==> config.mk <==
export PLATFORM = sky130hd
export DESIGN_NAME = mem_arbiter
export DESIGN_NICKNAME = d
export VERILOG_FILES = /design/src/rtl/apple1_pkg.sv /design/src/rtl/arb_starve_counter.sv /design/src/rtl/mem_arbiter.sv
export SDC_FILE = /design/constraint.sdc
export NUM_CORES = 1
export LEC_CHECK = 0
export BUFFER_PORTS_ARGS = -buffer_cell sky130_fd_sc_hd__buf_2
export CAP_MARGIN = 20
export CORE_ASPECT_RATIO = 0.6
export CORE_MARGIN = 2
export CORE_UTILIZATION = 43
export CTS_BUF_LIST = sky130_fd_sc_hd__clkbuf_4 sky130_fd_sc_hd__clkbuf_8
export CTS_CLUSTER_SIZE = 24
export DETAILED_ROUTE_END_ITERATION = 12
export MAX_ROUTING_LAYER = met4
export PLACE_DENSITY = 0.86
export REMOVE_ABC_BUFFERS = 1
export SLEW_MARGIN = 25
export SYNTH_ARGS = -nofsm -noshare
export SYNTH_HDL_FRONTEND = slang
export SYNTH_SLANG_ARGS = --single-unit
==> constraint.sdc <==
create_clock -name clk25 -period 3.8 [get_ports clk25]
set_input_delay 0.76 -clock clk25 [delete_from_list [all_inputs] [get_ports clk25]]
set_output_delay 0.76 -clock clk25 [all_outputs]
set_load 0.005 [all_outputs]
==> src/rtl/apple1_pkg.sv <==
// Shared definitions for the apple1 memory arbiter: requester IDs and default limits.
// Latency: none (definitions only).
// Backpressure: none (definitions only).
package apple1_pkg;

    // Identity of the requester owning a RAM slot (or none).
    typedef enum logic [1:0] {
        NONE = 2'd0,
        CPU  = 2'd1,
        DMA  = 2'd2
    } req_id_e;

    // Consecutive denied DMA cycles tolerated before DMA is forced a slot.
    localparam int STARVE_LIMIT_DEFAULT = 4;

    // Width of the starvation counter; covers the legal limit range 1..15.
    localparam int STARVE_CNT_W = 4;

endpackage

==> src/rtl/arb_starve_counter.sv <==
// Saturating count of consecutive cycles a requester is asserted but denied.
// Latency: count updates on the clock edge after each denied cycle; at_limit_o is combinational from the count.
// Backpressure: none; clears whenever the requester is granted or drops its request.
//
// Ports:
//   clk, rst      clock and synchronous active-high reset
//   req_i, gnt_i  request and grant of the watched requester
//   cnt_o         current count (0..LIMIT)
//   at_limit_o    high when the count has reached LIMIT
module arb_starve_counter
    import apple1_pkg::*;
#(
    parameter int LIMIT = STARVE_LIMIT_DEFAULT
) (
    input  logic                    clk,
    input  logic                    rst,
    input  logic                    req_i,
    input  logic                    gnt_i,
    output logic [STARVE_CNT_W-1:0] cnt_o,
    output logic                    at_limit_o
);

    localparam logic [STARVE_CNT_W-1:0] LIMIT_V = STARVE_CNT_W'(LIMIT);

    logic [STARVE_CNT_W-1:0] cnt_q;
    logic [STARVE_CNT_W-1:0] cnt_d;

    always_comb begin
        cnt_d = cnt_q;
        if (!req_i || gnt_i) begin
            cnt_d = '0;
        end else if (cnt_q != LIMIT_V) begin
            cnt_d = cnt_q + 1'b1;
        end
    end

    always_ff @(posedge clk) begin
        if (rst) begin
            cnt_q <= '0;
        end else begin
            cnt_q <= cnt_d;
        end
    end

    assign cnt_o      = cnt_q;
    assign at_limit_o = (cnt_q == LIMIT_V);

endmodule

==> src/rtl/mem_arbiter.sv <==
// Two-requester (CPU/DMA) single-port RAM arbiter, CPU priority with DMA starvation guard.
// Latency: grant and RAM strobe combinational; read data returns to the owner exactly 1 cycle later.
// Backpressure: a denied requester simply holds req; nothing is queued, reads pipeline every cycle.
//
// Ports:
//   clk25, rst                          clock and synchronous active-high reset
//   cpu_req/we/addr/wdata, cpu_gnt      CPU request side and its grant
//   cpu_rdata, cpu_rvalid               CPU read return
//   dma_*                               same set for the DMA requester
//   ram_en/we/addr/wdata, ram_rdata     RAM port (rdata valid the cycle after a read strobe)
module mem_arbiter
    import apple1_pkg::*;
#(
    parameter int ADDR_WIDTH   = 16,
    parameter int DATA_WIDTH   = 8,
    parameter int STARVE_LIMIT = STARVE_LIMIT_DEFAULT
) (
    input  logic                  clk25,
    input  logic                  rst,

    input  logic                  cpu_req,
    input  logic                  cpu_we,
    input  logic [ADDR_WIDTH-1:0] cpu_addr,
    input  logic [DATA_WIDTH-1:0] cpu_wdata,
    output logic                  cpu_gnt,
    output logic [DATA_WIDTH-1:0] cpu_rdata,
    output logic                  cpu_rvalid,

    input  logic                  dma_req,
    input  logic                  dma_we,
    input  logic [ADDR_WIDTH-1:0] dma_addr,
    input  logic [DATA_WIDTH-1:0] dma_wdata,
    output logic                  dma_gnt,
    output logic [DATA_WIDTH-1:0] dma_rdata,
    output logic                  dma_rvalid,

    output logic                  ram_en,
    output logic                  ram_we,
    output logic [ADDR_WIDTH-1:0] ram_addr,
    output logic [DATA_WIDTH-1:0] ram_wdata,
    input  logic [DATA_WIDTH-1:0] ram_rdata
);

    req_id_e                 gnt_id;
    req_id_e                 owner_q;
    req_id_e                 owner_d;
    logic                    starve_hit;
    logic [STARVE_CNT_W-1:0] starve_cnt;
    logic [DATA_WIDTH-1:0]   cpu_rdata_q;
    logic [DATA_WIDTH-1:0]   dma_rdata_q;

    arb_starve_counter #(
        .LIMIT      (STARVE_LIMIT)
    ) u_starve (
        .clk        (clk25),
        .rst        (rst),
        .req_i      (dma_req),
        .gnt_i      (dma_gnt),
        .cnt_o      (starve_cnt),
        .at_limit_o (starve_hit)
    );

    // Grant selection; nothing is granted while in reset so a read issued
    // in a reset cycle can never produce a return.
    always_comb begin
        gnt_id = NONE;
        if (!rst) begin
            if (cpu_req && dma_req) begin
                gnt_id = starve_hit ? DMA : CPU;
            end else if (cpu_req) begin
                gnt_id = CPU;
            end else if (dma_req) begin
                gnt_id = DMA;
            end
        end
    end

    assign cpu_gnt = (gnt_id == CPU);
    assign dma_gnt = (gnt_id == DMA);

    always_comb begin
        ram_en    = 1'b0;
        ram_we    = 1'b0;
        ram_addr  = '0;
        ram_wdata = '0;
        case (gnt_id)
            CPU: begin
                ram_en    = 1'b1;
                ram_we    = cpu_we;
                ram_addr  = cpu_addr;
                ram_wdata = cpu_wdata;
            end
            DMA: begin
                ram_en    = 1'b1;
                ram_we    = dma_we;
                ram_addr  = dma_addr;
                ram_wdata = dma_wdata;
            end
            default: ;
        endcase
    end

    // Owner of the read issued this cycle; its data comes back next cycle.
    always_comb begin
        owner_d = NONE;
        if (ram_en && !ram_we) begin
            owner_d = gnt_id;
        end
    end

    always_ff @(posedge clk25) begin
        if (rst) begin
            owner_q     <= NONE;
            cpu_rdata_q <= '0;
            dma_rdata_q <= '0;
        end else begin
            owner_q <= owner_d;
            if (owner_q == CPU) begin
                cpu_rdata_q <= ram_rdata;
            end
            if (owner_q == DMA) begin
                dma_rdata_q <= ram_rdata;
            end
        end
    end

    // RAM data passes straight through in the return cycle; the held copy
    // keeps rdata stable once rvalid drops.
    assign cpu_rvalid = !rst && (owner_q == CPU);
    assign dma_rvalid = !rst && (owner_q == DMA);
    assign cpu_rdata  = cpu_rvalid ? ram_rdata : cpu_rdata_q;
    assign dma_rdata  = dma_rvalid ? ram_rdata : dma_rdata_q;

endmodule

======== Word-level counts from Yosys, hierarchy flattened ========
Index checks and enable logic that the tools add are counted.
storage, ports and cells
  output and inout port bits .............. 46
  input bits .............................. 62
  logic and storage cells ................. 34
  register bits after elaboration ......... 22
operators by class
  bitwise logic cells ..................... 1
  reduce and logical (&&, ||, !) cells .... 11
  muxes and demuxes ....................... 11
  add/sub/neg operators ................... 1
  equality and inequality tests ........... 6
operators by type and width
  kind                 count
  $pmux 16 s2          1
  $mux 8               2
  $pmux 8 s2           1
  $mux 2               5
  $reduce_or 2->1      3
  $add 4x1->4 const B  1
  $eq 2x1->1 const B   2
  $eq 2x2->1 const B   2
  $eq 4x3->1 const B   1
  $logic_and 1x1->1    4
  $ne 4x3->1 const B   1
  $logic_not 1->1      3
  $pmux 1 s2           1
  $logic_or 1x1->1     1
  $mux 1               1
  $not 1->1            1

======== Logic depth before layout (Yosys ltp) ========
  word-level depth ........................ 10
  depth in mapped cells ................... 10
  depth with buffers taken out ............ 9

======== Modules after synthesis ========
Synthesis repeated with hierarchy kept, for this count alone.
second synthesis, totals
  cell total of the unflattened synthesis .. 190
  area total of the unflattened synthesis .. 1,478.9 µm²
modules (own cells, without submodules)
  module              area an instance (µm²)  instances  cells an instance
  mem_arbiter         1,265.0                 1          169
  arb_starve_counter  214.0                   1          21

======== Worst setup path before layout ========
OpenSTA, ideal clock, no wires.
  kind .................................... input -> output
  start ................................... input rst
  end ..................................... output ram_addr[0]
  setup slack ............................. 817 ps
  stages on the path ...................... 9
  required time ........................... 3,040 ps
  arrival time ............................ 2,223 ps
  path buffers ............................ 3
  cell sequence ........................... clkbuf_1 > nand2b_1 > a21o_1 > inv_1 > ha_1 > clkbuf_1 > clkbuf_1 > a22oi_1 > nor2_1
on the way
  word-level cells in the longest chain between the ends .. 3
ends and longest elaborated chain
  element          RTL line           RTL
  start, declared  mem_arbiter.sv:19  input logic rst,
  $mux 2           mem_arbiter.sv:67  if (!rst) begin
  net gnt_id[1]    mem_arbiter.sv:44  req_id_e gnt_id;
  $eq 2x2->1       n/a
  net dma_gnt      mem_arbiter.sv:33  output logic dma_gnt,
  $pmux 16 s2      mem_arbiter.sv:86  case (gnt_id)
  end, declared    mem_arbiter.sv:39  output logic [ADDR_WIDTH-1:0] ram_addr,
The timed path passes the listed nets, and every way through them passes these cells.

======== Final worst setup path ========
  start ................................... register u_starve.cnt_q[0], in the netlist u_starve.cnt_o[0]
  end ..................................... output ram_we
on the way
  word-level cells in the longest chain between the ends .. 6
ends and longest elaborated chain
  element                                   RTL line                  RTL
  start, declared                           arb_starve_counter.sv:25  logic [STARVE_CNT_W-1:0] cnt_q;
  start signal, assigned                    arb_starve_counter.sv:41  cnt_q <= cnt_d;
  $eq 4x3->1 *                              arb_starve_counter.sv:46  assign at_limit_o = (cnt_q == LIMIT_V);
  $mux 2 *                                  mem_arbiter.sv:69         gnt_id = starve_hit ? DMA : CPU;
  $mux 2 *                                  mem_arbiter.sv:68         if (cpu_req && dma_req) begin
  $mux 2 *                                  mem_arbiter.sv:67
  net gnt_id[0]                             mem_arbiter.sv:44
  $eq 2x2->1 or $eq 2x1->1 (tied branches)  mem_arbiter.sv:86
  $pmux 1 s2 *                              mem_arbiter.sv:86
  end, declared                             mem_arbiter.sv:38         output logic ram_we,
Mark *: on every way through the listed nets, which the timed path passes. The rest lies on a longest branch.

==> results_dict.tcl <==
set metrics [dict create \
    fin_util_pct 64.1 \
    setup_viol 0 \
    synth_edf_count 0 \
    vias_per_cell 5.06 \
    slowest_delay_ns 0.75 \
    yosys-top-cells-count "33 x nand2_1, 32 x nor2_1, 25 x a22oi_1" \
    crit_required_ns 3.04 \
    skew_ns 0.00717 \
    hold_viol 0 \
    period_needed_ns 3.44 \
    ys_warn_count 0 \
    sw_frac_of_total_pct 23.7 \
    hold_path_startpoint "cpu_rdata_q[4]$_SDFFE_PP0N_" \
    die_area_um2 3790 \
    power_frac_comb_pct 19.3 \
    clkPwrFrac_pct 38.6 \
    cp_top_family "adder cells" \
    irDropWorstVdd_mv 0.218 \
    critPathKind "flip-flop to output port" \
    nFillCells 283 \
    core.rowCount 16 \
    synthesis.instances 189 \
    start_util_pct 44.3 \
    drt-pass1-iter-count 4 \
    drt-total-wl_um 4160 \
    r2r.worst_path.cells 9 \
    place_hpwl_um 3260 \
    coreArea_um2 3200 \
    ys_types 23 \
    die_h_um 48.5 \
    cp_data_arrival_time_ns 2.68 \
    p_sw_uw 133 \
    crit_chain "inv_1, ha_1, nand3b_1, o21ai_0, inv_1, ha_1, a22oi_1, nor2_1, buf_2" \
    clockBufferDepth 2 \
    clk_latency_ns 0.26 \
    cp_max_fo 26 \
    drive_gt1_share_pct 46.0 \
    antennaDiodeCount 0 \
    yosysSeqAreaShare_pct 31.0 \
    cts_tree "yes" \
    drv_cap 0 \
    p_seq_share_pct 42.2 \
    grt_max_degree 27 \
    whs_path_depth 2 \
    drtIter0Drc 49 \
    period_share_pct 90.6 \
    cts.hold.buffers_added 0 \
    crit_buf_inv 3 \
    rr_startpoint "u_starve.cnt_o[0]$_SDFFE_PP0P_" \
    relSlewSlack_pct 40.2 \
    wl_per_cell_um 12.5 \
    ys_ff_latch 22 \
    synthArstFlopShare_pct 0 \
    total_leakage_power_uw 0.00106 \
    antenna_found_initial 0 \
    cts_max_level 1 \
    worstMarginPinSlew_ns 0.896 \
    port_buffers 107 \
    end_kind "output port" \
    slowest_stage "ha_1" \
    yosys.area.top_type "dfxtp_1" \
    p_per_area_nw_per_um2 273 \
    syn_avg_cell_area_um2 7.51 \
    routabilityCongestion 0.775 \
    met2_wirelength_um 2040 \
    rrSetupSlack_ns 1.31 \
    num-nets-final 357 \
    hold_end "cpu_rdata_q[4]$_SDFFE_PP0N_" \
    rsz0062_at_grt "no" \
    root_buffer "clkbuf_8" \
    path_clk_slew_ns 0.08 \
    final_max_slew_viol_count 0 \
    grt_pass1_vias 1671 \
    cts_resized 0 \
    overflow 0 \
    fp.dieW_um 78.2 \
    r2r_end "owner_q[0]$_SDFF_PP0_" \
    status "finished clean" \
    grt_pass1_wl_um 6880 \
    mappedNetlistArea_um2 1420 \
    critical_path.startpoint_type "flip-flop" \
    ant_nets 0 \
    max_freq_mhz 291 \
    cts_setup_buffers 0 \
    wl_met1_um 1840 \
    areaGrowthSynthToFinish_pct 44.6 \
    multi_input_area_um2 897 \
    wl_met3_um 237 \
    yosysMostFrequentCell "nand2_1" \
    synth.top_cell.area_share_pct 31.0 \
    io_pins 108 \
    synthFlopType "dfxtp_1" \
    internal-power_uw 428 \
    drc 0 \
    vias 1691 \
    cts_buffers 3 \
    dr.max_layer_used "met4" \
    synth_area_leaders "dfxtp_1 31%, a22oi_1 13%, mux2_2 13%, nand2_1 8.7%, nor2_1 8.5%" \
    clock-sinks 22 \
    min_path_type "flip-flop to flip-flop" \
    tns_ns 0 \
    grt_usage_pct 22.6 \
    seq_area_um2 440 \
]
-- power groups by stage --
stage	clock (uW)	combinational, uW	sequential [uW]
after detailed placement	0	108	242
final	216	108	237
after CTS	218	108	237
after global routing	229	122	237
after global placement	0	105	242
after floorplan	0	45.1	241
-- state kept, by name (all words and copies together), names as in the netlist --
signal / flops
u_starve.cnt_o: 4
dma_rdata_q: 8
cpu_rdata_q: 8
owner_q: 2
-- worst min-delay path, stage by stage, from the launching register on --
cell	delay, ns
dfxtp_1	0.31
nand2_1	0.05
a21oi_1	0.05
-- how the worst max path moves through the flow --
stage,start,cells past startpoint,end,slack (ns)
finish,u_starve.cnt_o[0]$_SDFFE_PP0P_,9,ram_we,0.36
global route,u_starve.cnt_o[0]$_SDFFE_PP0P_,9,ram_we,0.1
CTS,u_starve.cnt_o[0]$_SDFFE_PP0P_,9,ram_we,0.41
detailed placement,rst,8,ram_we,0.56
global placement,rst,8,ram_we,0.64
floorplan,dma_req,5,ram_we,0.96
-- stage by stage --
step | instances | cell area [um2] | hold WS, ns | total power [uW] | worst slack (ns)
after global routing | 334 | 2050 | 0.481 | 588 | 0.0983
after global placement | 330 | 1980 | 0.440 | 346 | 0.643
after floorplan | 174 | 1360 | 0.428 | 286 | 0.964
final | 334 | 2050 | 0.456 | 561 | 0.359
after detailed placement | 330 | 1980 | 0.446 | 350 | 0.557
after CTS | 334 | 2050 | 0.458 | 563 | 0.408
-- cells by family (layout without fill, tap and decap cells) --
group | Yosys count | count (layout) | synth area share (%)
flops | 22 | 22 | 31.0
mux | 18 | 18 | 14.1
compound gates | 45 | 45 | 20.7
buf+inv | 21 | 121 | 5.82
simple gates | 77 | 77 | 23.3
xor+xnor | 1 | 1 | 0.617
fa+ha+maj | 5 | 5 | 4.41
-- cell type report --
class | instances | area share (%)
Sequential cell | 22 | 21.5
Clock inverter | 1 | 1.46
Timing Repair Buffer | 111 | 27.5
Clock buffer | 3 | 2.01
Multi-Input combinational cell | 146 | 43.7
Tap cell | 45 | 2.74
Inverter | 6 | 1.10
-- placed cells by master (no fill, tap or decap) --
cell type / count
buf_2: 107
nand2_1: 33
nor2_1: 32
a22oi_1: 25
dfxtp_1: 22
mux2_2: 16
a21oi_1: 16
inv_1: 6
ha_1: 5
nand2b_1: 4
buf_4: 4
nor2b_1: 3
clkbuf_8: 3
nor2_4: 2
mux2i_1: 2
nand3b_1: 1
o21ai_0: 1
a21o_1: 1
or3b_1: 1
nand3_1: 1
xnor2_1: 1
a31oi_1: 1
o21a_1: 1
bufinv_16: 1
-- metal layers --
layer | GRT usage, % | vias to the layer above
met5 | - | -
met2 | 41.1 | 56
met3 | 5.78 | 6
met4 | 4.97 | 0
li1 | - | 844
met1 | 25.1 | 785
Note: power is estimated with default switching activity, not from simulation.
